## src/rtl/mission_sequencer.sv

```systemverilog
// mission_sequencer: runs NAVIGATE -> INSPECT -> TRANSMIT over NUM_TARGETS targets and captures per-target health.
// Define MISSION_SEQ_TIMEOUT_EN to compile in the per-state watchdog with retries (fault_code 2).
module mission_sequencer #(
    parameter int NUM_TARGETS    = 4,
    parameter int HEALTH_W       = 2,
    parameter int TIMEOUT_CYCLES = 1000000,
    parameter int MAX_RETRIES    = 2,
    localparam int IDX_W = (NUM_TARGETS > 1) ? $clog2(NUM_TARGETS) : 1
) (
    input  logic                            clk,
    input  logic                            rst_n,
    input  logic                            start,
    input  logic                            abort,
    input  logic                            target_reached,
    input  logic                            inspection_complete,
    input  logic [HEALTH_W-1:0]             health_status_in,
    input  logic                            transmission_complete,
    input  logic                            finished,
    output logic [2:0]                      state_enc,
    output logic [IDX_W-1:0]                target_idx,
    output logic [NUM_TARGETS*HEALTH_W-1:0] health_status_out,
    output logic [1:0]                      fault_code,
    output logic                            mission_done
);

    typedef enum logic [2:0] {
        S_IDLE     = 3'd0,
        S_NAVIGATE = 3'd1,
        S_INSPECT  = 3'd2,
        S_TRANSMIT = 3'd3,
        S_COMPLETE = 3'd4,
        S_FAULT    = 3'd5
    } state_t;

    localparam logic [1:0]       FC_NONE    = 2'd0;
    localparam logic [1:0]       FC_ABORT   = 2'd1;
    localparam logic [1:0]       FC_TIMEOUT = 2'd2;
    localparam logic [IDX_W-1:0] LAST_IDX   = IDX_W'(NUM_TARGETS - 1);

    state_t           state_q, state_d;
    logic [IDX_W-1:0] idx_q, idx_d;
    logic [1:0]       fault_q, fault_d;
    logic             done_q, done_d;
    logic             health_clr, health_we;
    logic             stall, new_mission, advance, wd_expire;

    // A stall is an active state with neither its completion event nor abort this cycle.
    always_comb begin
        stall = 1'b0;
        case (state_q)
            S_NAVIGATE: stall = !abort && !target_reached;
            S_INSPECT:  stall = !abort && !inspection_complete;
            S_TRANSMIT: stall = !abort && !transmission_complete;
            default:    stall = 1'b0;
        endcase
    end

    assign new_mission = (state_q == S_IDLE) && start;
    assign advance     = (state_q == S_TRANSMIT) && !abort && transmission_complete
                         && (idx_q != LAST_IDX);

    always_comb begin
        state_d    = state_q;
        idx_d      = idx_q;
        fault_d    = fault_q;
        done_d     = 1'b0;
        health_clr = 1'b0;
        health_we  = 1'b0;
        case (state_q)
            S_IDLE: begin
                if (start) begin
                    state_d    = S_NAVIGATE;
                    idx_d      = '0;
                    fault_d    = FC_NONE;
                    health_clr = 1'b1;
                end
            end
            S_NAVIGATE: begin
                if (abort) begin
                    state_d = S_FAULT;
                    fault_d = FC_ABORT;
                end else if (target_reached) begin
                    state_d = S_INSPECT;
                end else if (wd_expire) begin
                    state_d = S_FAULT;
                    fault_d = FC_TIMEOUT;
                end
            end
            S_INSPECT: begin
                if (abort) begin
                    state_d = S_FAULT;
                    fault_d = FC_ABORT;
                end else if (inspection_complete) begin
                    state_d   = S_TRANSMIT;
                    health_we = 1'b1;
                end else if (wd_expire) begin
                    state_d = S_FAULT;
                    fault_d = FC_TIMEOUT;
                end
            end
            S_TRANSMIT: begin
                if (abort) begin
                    state_d = S_FAULT;
                    fault_d = FC_ABORT;
                end else if (transmission_complete) begin
                    if (idx_q == LAST_IDX) begin
                        state_d = S_COMPLETE;
                        done_d  = 1'b1;
                    end else begin
                        state_d = S_NAVIGATE;
                        idx_d   = idx_q + 1'b1;
                    end
                end else if (wd_expire) begin
                    state_d = S_FAULT;
                    fault_d = FC_TIMEOUT;
                end
            end
            S_COMPLETE, S_FAULT: begin
                if (finished) state_d = S_IDLE;
            end
            default: state_d = S_IDLE;
        endcase
    end

    always_ff @(posedge clk or negedge rst_n) begin
        if (!rst_n) begin
            state_q <= S_IDLE;
            idx_q   <= '0;
            fault_q <= FC_NONE;
            done_q  <= 1'b0;
        end else begin
            state_q <= state_d;
            idx_q   <= idx_d;
            fault_q <= fault_d;
            done_q  <= done_d;
        end
    end

    for (genvar gi = 0; gi < NUM_TARGETS; gi++) begin : g_slot
        logic [HEALTH_W-1:0] slot_q, slot_d;

        always_comb begin
            slot_d = slot_q;
            if (health_clr) begin
                slot_d = '0;
            end else if (health_we && (idx_q == IDX_W'(gi))) begin
                slot_d = health_status_in;
            end
        end

        always_ff @(posedge clk or negedge rst_n) begin
            if (!rst_n) slot_q <= '0;
            else        slot_q <= slot_d;
        end

        assign health_status_out[gi*HEALTH_W +: HEALTH_W] = slot_q;
    end

`ifdef MISSION_SEQ_TIMEOUT_EN
    localparam int CNT_W = $clog2(TIMEOUT_CYCLES);
    localparam int RTY_W = (MAX_RETRIES > 0) ? $clog2(MAX_RETRIES + 1) : 1;
    localparam logic [CNT_W-1:0] CNT_MAX = CNT_W'(TIMEOUT_CYCLES - 1);
    localparam logic [RTY_W-1:0] RTY_MAX = RTY_W'(MAX_RETRIES);

    logic [CNT_W-1:0] wd_cnt_q, wd_cnt_d;
    logic [RTY_W-1:0] retry_q, retry_d;

    // Counter falls back to 0 whenever the state is left or re-entered after a retry.
    always_comb begin
        wd_cnt_d  = '0;
        retry_d   = retry_q;
        wd_expire = 1'b0;
        if (new_mission || advance) retry_d = '0;
        if (stall) begin
            if (wd_cnt_q != CNT_MAX) begin
                wd_cnt_d = wd_cnt_q + 1'b1;
            end else if (retry_q < RTY_MAX) begin
                retry_d = retry_q + 1'b1;
            end else begin
                wd_expire = 1'b1;
            end
        end
    end

    always_ff @(posedge clk or negedge rst_n) begin
        if (!rst_n) begin
            wd_cnt_q <= '0;
            retry_q  <= '0;
        end else begin
            wd_cnt_q <= wd_cnt_d;
            retry_q  <= retry_d;
        end
    end
`else
    localparam int unused_wd_cfg = TIMEOUT_CYCLES + MAX_RETRIES;
    logic unused_wd_sig;
    assign unused_wd_sig = stall ^ new_mission ^ advance;
    assign wd_expire     = 1'b0;
`endif

    assign state_enc    = state_q;
    assign target_idx   = idx_q;
    assign fault_code   = fault_q;
    assign mission_done = done_q;

endmodule

```

## config.mk

```make
export PLATFORM = sky130hd
export DESIGN_NAME = mission_sequencer
export DESIGN_NICKNAME = d
export VERILOG_FILES = /design/src/rtl/mission_sequencer.sv
export SDC_FILE = /design/constraint.sdc
export NUM_CORES = 1
export LEC_CHECK = 0
export CORE_MARGIN = 2
export CORE_UTILIZATION = 54
export DETAILED_ROUTE_END_ITERATION = 10
export DONT_BUFFER_PORTS = 1
export PLACE_DENSITY = 0.72
export SLEW_MARGIN = 20
export SYNTH_ARGS = -nofsm -noshare
export SYNTH_HDL_FRONTEND = slang
export SYNTH_SLANG_ARGS = --single-unit
```

## constraint.sdc

```tcl
create_clock -name clk -period 1.4 [get_ports clk]
set_input_delay 0.14 -clock clk [delete_from_list [all_inputs] [get_ports clk]]
set_output_delay 0.14 -clock clk [all_outputs]
set_load 0.005 [all_outputs]
```

After elaboration in Yosys (flattened, before gate mapping) --
Index checks and enable logic that the tools add are counted.
Storage, ports and cells: output and inout port bits 16, register bits 16, bits of input ports 10, word-level logic and storage cells 77
Operators by class: muxes and demuxes 34, reduce and logical (&&, ||, !) cells 17, add/sub/neg operators 1, equality and inequality tests 17
Operators with widths (count):
- 3-bit two-way mux | 9
- 2-bit two-way mux | 13
- 3-bit case mux with 5 select lines | 1
- 2-bit nonzero test | 6
- 2-bit != test (second input constant) | 5
- 5-bit AND reduction | 2
- 1-bit two-way mux | 9
- 3-bit != test (second input constant) | 3
- 2-bit case mux with 2 select lines | 2
- 3-bit by 2-bit equality test with 1-bit output (second input constant) | 2
- 3-bit equality test (second input constant) | 2
- 2-bit equality test (second input constant) | 2
- 1-bit logical AND | 4
- 3-bit by 1-bit equality test with 1-bit output (second input constant) | 1
- 3-bit logical NOT | 1
- 3-bit AND reduction | 1
- 3-bit OR reduction | 1
- 2-bit by 1-bit adder with 2-bit output (second input constant) | 1
- 2-bit by 1-bit equality test with 1-bit output (second input constant) | 1
- 2-bit logical NOT | 1
- 2-bit by 1-bit != test with 1-bit output (second input constant) | 1
- 2-bit OR reduction | 1

Depth between registers and ports, before layout --
depth after elaboration 6, mapped depth 5, mapped depth without buffers 5

Worst setup path before layout --
Ideal clock, no wire load.
kind register to register, start point reg state_q[2] (netlist: state_enc[2]), end point reg state_q[0] (netlist: state_enc[0]), path slack -0.092 ns, clock period less this slack 1.492 ns, stages on the path, launching flop included 5, data required time 1.272 ns, data arrival time 1.364 ns, cells stage by stage dfrtp_1 buf_4 o31a_1 o211ai_2 mux2_1
On the way: word-level cells in the longest chain between the ends 4, elaborated cells between the ends (all ways) 14
RTL lines:
- start, declared | RTL line 40 | state_t state_q, state_d;
- start signal, assigned | RTL line 132 | state_q <= state_d;
- 3-bit equality test | RTL line 69 | case (state_q)
- 2-bit OR reduction | RTL line 69
- 2-bit != test (no line)
- 5-bit AND reduction (no line)
Several ways; a longest one is shown, not always the timed one. A chain may end at the register's enable or synchronous reset.

Final worst setup path --
start point reg state_q[0] (netlist: state_enc[0]), end point reg g_slot[3].slot_q[1]
On the way: word-level cells in the longest chain between the ends 4, elaborated cells between the ends (all ways) 7
RTL lines:
- 3-bit by 2-bit equality test with 1-bit output | RTL line 69
- 1-bit two-way mux | RTL line 69
- 1-bit logical AND | RTL line 146 | end else if (health_we && (idx_q == IDX_W'(gi))) begin
- 2-bit nonzero test (no line)
- end signal, assigned | RTL line 153 | else slot_q <= slot_d;
- end, declared | RTL line 140 | logic [HEALTH_W-1:0] slot_q, slot_d;
Several ways; a longest one is shown, not always the timed one.

==> flow_summary.rst <==
.. list-table::
   :header-rows: 1

   * - Metric
     - Value
   * - Share of total power in combinational logic
     - 45.3%
   * - Sw Pwr
     - 0.584 mW
   * - Placed wire-length estimate after detailed placement
     - 1.34 mm
   * - Net switching fraction of the power
     - 37.2%
   * - I/O Buffers
     - 0
   * - Crit path DAT
     - 1.60 ns
   * - Net Count, Synth
     - 98
   * - Destination of the worst hold path
     - g_slot[2].slot_q[0]$_DFFE_PN0P_
   * - Post-synth top cells
     - 15 x sky130_fd_sc_hd__dfrtp_1, 13 x sky130_fd_sc_hd__nor2_1, 9 x sky130_fd_sc_hd__mux2i_1, 5 x sky130_fd_sc_hd__ha_1
   * - Height of the chip
     - 44.5 microns
   * - Insertion delay to the later sink of the worst-skew pair
     - 0.28 ns
   * - Num rows
     - 14
   * - Maximum vdd drop
     - 0.00103 V
   * - Library cell with the highest instance count after synthesis
     - sky130_fd_sc_hd__dfrtp_1
   * - Hold Path Origin
     - health_status_in[0]
   * - EDFF count, synth
     - 0
   * - Area overhead of the layout relative to synthesis
     - 24.1%
   * - Number of global-route vias before repair
     - 672
   * - Req. time, crit path
     - 1.59 ns
   * - Global-route congestion overflow total
     - 0
   * - Final hold viol count
     - 0
   * - Antenna violations before repair
     - 0
   * - Yosys top cell by area
     - sky130_fd_sc_hd__dfrtp_1
   * - Synthesized flop and latch total
     - 15
   * - R2R setup slack
     - -0.02 ns
   * - Synthesized area per cell
     - 10.7 sq um
   * - Type of the worst setup path
     - register to register
   * - Endpoints failing setup
     - 7
   * - Area taken by flip-flops and latches
     - 378 sq um
   * - Maximum number of pins on one net before global-route repair
     - 16
   * - Synth async-reset ratio
     - 100%
   * - Final Cycle Share
     - 101%
   * - Setup slack of the critical path after layout
     - -0.0174 ns
   * - Total track usage
     - 21.5%
   * - Footprint of the multi-input gates
     - 513 sq um
   * - Fraction of post-synthesis cell area in the top cell type by area
     - 42.3%
   * - Commonest register cell after synthesis
     - sky130_fd_sc_hd__dfrtp_1
   * - Startpoint class of the critical path
     - register
   * - Total placed instance area
     - 997 sq um
   * - WL per Instance
     - 16.2 microns
   * - Portion of total power attributed to sequential cells
     - 38.7%
   * - Buffer cell driving the clock tree root
     - sky130_fd_sc_hd__clkbuf_4
   * - Number of clock sinks
     - 15
   * - Number of maximum-capacitance constraint violations
     - 0
   * - Worst-case reg-to-reg path depth
     - 5
   * - Largest cells by area after synthesis
     - sky130_fd_sc_hd__dfrtp_1 42%, sky130_fd_sc_hd__mux2i_1 10%, sky130_fd_sc_hd__ha_1 7.1%
   * - Fillers
     - 105
   * - Number of buffers on the longest clock path
     - 2
   * - PD cells
     - 1430 nW/um^2
   * - Share of post-route cells with drive strength above 1
     - 31.3%
   * - Post-synthesis instance area
     - 887 sq um
   * - Share of the yosys chip area belonging to registers
     - 42.3%
   * - Type of element capturing the critical path
     - register
   * - Clock-pin slew reported for the worst setup and hold paths after clock tree synthesis
     - 0.09 ns
   * - DRC marker count from the first detailed-route iteration
     - 12
   * - Internal power consumption
     - 0.987 mW
   * - Global-route wire length before repair
     - 3.04 mm
   * - Total wirelength of the detailed-routed design
     - 1.86 mm
   * - Net total in the final layout
     - 115
   * - Result of the run
     - finished, violations left
   * - Setup clock skew after layout
     - 0.000834 ns
   * - Worst relative slew slack
     - 54.0%
   * - Placeable core region
     - 1520 sq um
   * - Final min period
     - 1.42 ns
   * - Die outline area
     - 1980 sq um
   * - Slew Viols, Final
     - 0
   * - Violated checks
     - setup timing
   * - Final design instance area without fill
     - 1100 sq um
   * - Number of nets still failing antenna checks after routing
     - 0
   * - Maximum fanout along the worst path
     - 5
   * - Width of the chip
     - 44.5 microns
   * - Hold depth
     - 2
   * - Gate Count Post-Synth
     - 83
   * - Count of vias placed by the detailed router
     - 671
   * - Tightest Pin Transition
     - 0.688 ns
   * - Count of yosys warnings during synthesis
     - 0
   * - TritonCTS clock tree
     - yes
   * - Highest clock frequency the design can meet
     - 0.706 GHz
   * - Number of distinct library cells after synthesis
     - 32
   * - Origin of the critical flop-to-flop path
     - state_enc[0]$_DFFE_PN0P_
   * - Tightest Hold Check Type
     - input pin to register
   * - Number of buffers inserted during clock tree synthesis
     - 3
   * - LEAKAGE
     - 0.544 nW
   * - Number of detailed-routing iterations run before antenna repair
     - 4
   * - Diode count
     - 0
   * - Residual DRC
     - 0
   * - CTS H-Tree Depth
     - 1
   * - Share of power burned in the clock network
     - 16.0%
   * - Worst hold margin
     - 0.00935 ns
   * - IO Pins
     - 26
   * - Unrepaired setup endpoints after global routing
     - true
   * - Reg2Reg Capture Point
     - g_slot[3].slot_q[1]$_DFFE_PN0P_
   * - Placer Congestion
     - 0.896
   * - Mean number of vias per cell
     - 5.83
   * - Initial core utilization
     - 58.2%
sequential cells by signal (all words and copies together) (netlist names):
name,cells
target_idx,2
state_enc,3
g_slot.slot_q,8
mission_done,1
fault_code,1
area by class of cell:
| class | count | share of cell area [%] |
|---|---|---|
| flip-flops and latches | 15 | 34.3 |
| multi-input cells | 60 | 46.6 |
| inverters | 4 | 1.36 |
| clock inverters | 1 | 0.455 |
| clock buffers | 3 | 2.05 |
| repair buffers | 16 | 13.4 |
| well taps | 16 | 1.82 |
cell families (layout without fill, tap and decap cells):
logic type / count (synthesis) / after routing / synth area share (%)
simple gates: 31 / 31 / 22.4
flops: 15 / 15 / 42.3
compound gates: 12 / 12 / 10.6
mux: 11 / 11 / 12.7
buf+inv: 8 / 24 / 4.51
fa+ha+maj: 5 / 5 / 7.05
other cells: 1 / 1 / 0.423
cells in the final DEF (no fill, tap or decap), types with 2 or more instances in the layout:
master	n
sky130_fd_sc_hd__nor2_1	13
sky130_fd_sc_hd__dfrtp_1	13
sky130_fd_sc_hd__buf_4	10
sky130_fd_sc_hd__mux2i_1	9
sky130_fd_sc_hd__nand2_1	4
sky130_fd_sc_hd__ha_1	4
sky130_fd_sc_hd__inv_1	3
sky130_fd_sc_hd__nand3_4	3
sky130_fd_sc_hd__a22o_1	3
sky130_fd_sc_hd__clkbuf_4	3
sky130_fd_sc_hd__dlygate4sd3_1	3
sky130_fd_sc_hd__nand3_1	2
sky130_fd_sc_hd__buf_6	2
sky130_fd_sc_hd__dfrtp_2	2
per-layer routing:
layer,GRT usage [%],vias to the layer above,share of wire [%]
met2,33.3,26,49
li1,-,323,-
met5,0,-,0
met4,13.3,0,2.7
met1,27.0,316,42
met3,4.90,6,6.5
per-stage QoR:
step / power (mW) / utilization, % / cells / worst slack, ns / TNS (ns)
after floorplan: 1.03 / - / 83 / -0.0769 / -0.0769
after global placement: 1.25 / 65.4 / 108 / 0.0235 / 0
after detailed placement: 1.27 / 65.4 / 108 / -0.00621 / -0.0164
after CTS: 1.55 / 70.3 / 115 / -0.0247 / -0.0771
after global routing: 1.69 / 72.2 / 115 / -0.111 / -0.785
final: 1.57 / 72.2 / 115 / -0.0174 / -0.0675
critical path, cell delays in order, from the launching register on:
cell	delay [ns]
sky130_fd_sc_hd__dfrtp_2	0.46
sky130_fd_sc_hd__nor4b_4	0.35
sky130_fd_sc_hd__buf_6	0.19
sky130_fd_sc_hd__nand3_2	0.11
sky130_fd_sc_hd__mux2i_1	0.16
sky130_fd_sc_hd__nor2_1	0.05
repair_timing:
item / CTS / global route
hold buffers: 3 / 0
endpoints found under the hold margin: 17 / 0
endpoints found under the setup margin: 7 / 11
setup buffers: 0 / 0
gates resized for setup: 1 / 5
pin swaps: 0 / 7
power by group through the flow:
stage	sequential (mW)	combinational [mW]	clock (mW)
after floorplan	0.620	0.410	0
after global placement	0.610	0.642	0
after detailed placement	0.617	0.653	0
after CTS	0.607	0.679	0.263
after global routing	0.623	0.787	0.275
final	0.608	0.712	0.252
worst max-delay path by stage:
stage,from,end
3_5_place_dp,state_enc[0]$_DFFE_PN0P_,g_slot[0].slot_q[1]$_DFFE_PN0P_
4_1_cts,state_enc[0]$_DFFE_PN0P_,g_slot[1].slot_q[1]$_DFFE_PN0P_
3_3_place_gp,state_enc[2]$_DFFE_PN0P_,state_enc[0]$_DFFE_PN0P_
6_report,state_enc[0]$_DFFE_PN0P_,g_slot[3].slot_q[1]$_DFFE_PN0P_
5_1_grt,state_enc[0]$_DFFE_PN0P_,g_slot[2].slot_q[1]$_DFFE_PN0P_
2_1_floorplan,state_enc[0]$_DFFE_PN0P_,state_enc[0]$_DFFE_PN0P_
No activity file was read; power rests on OpenSTA's default activity.
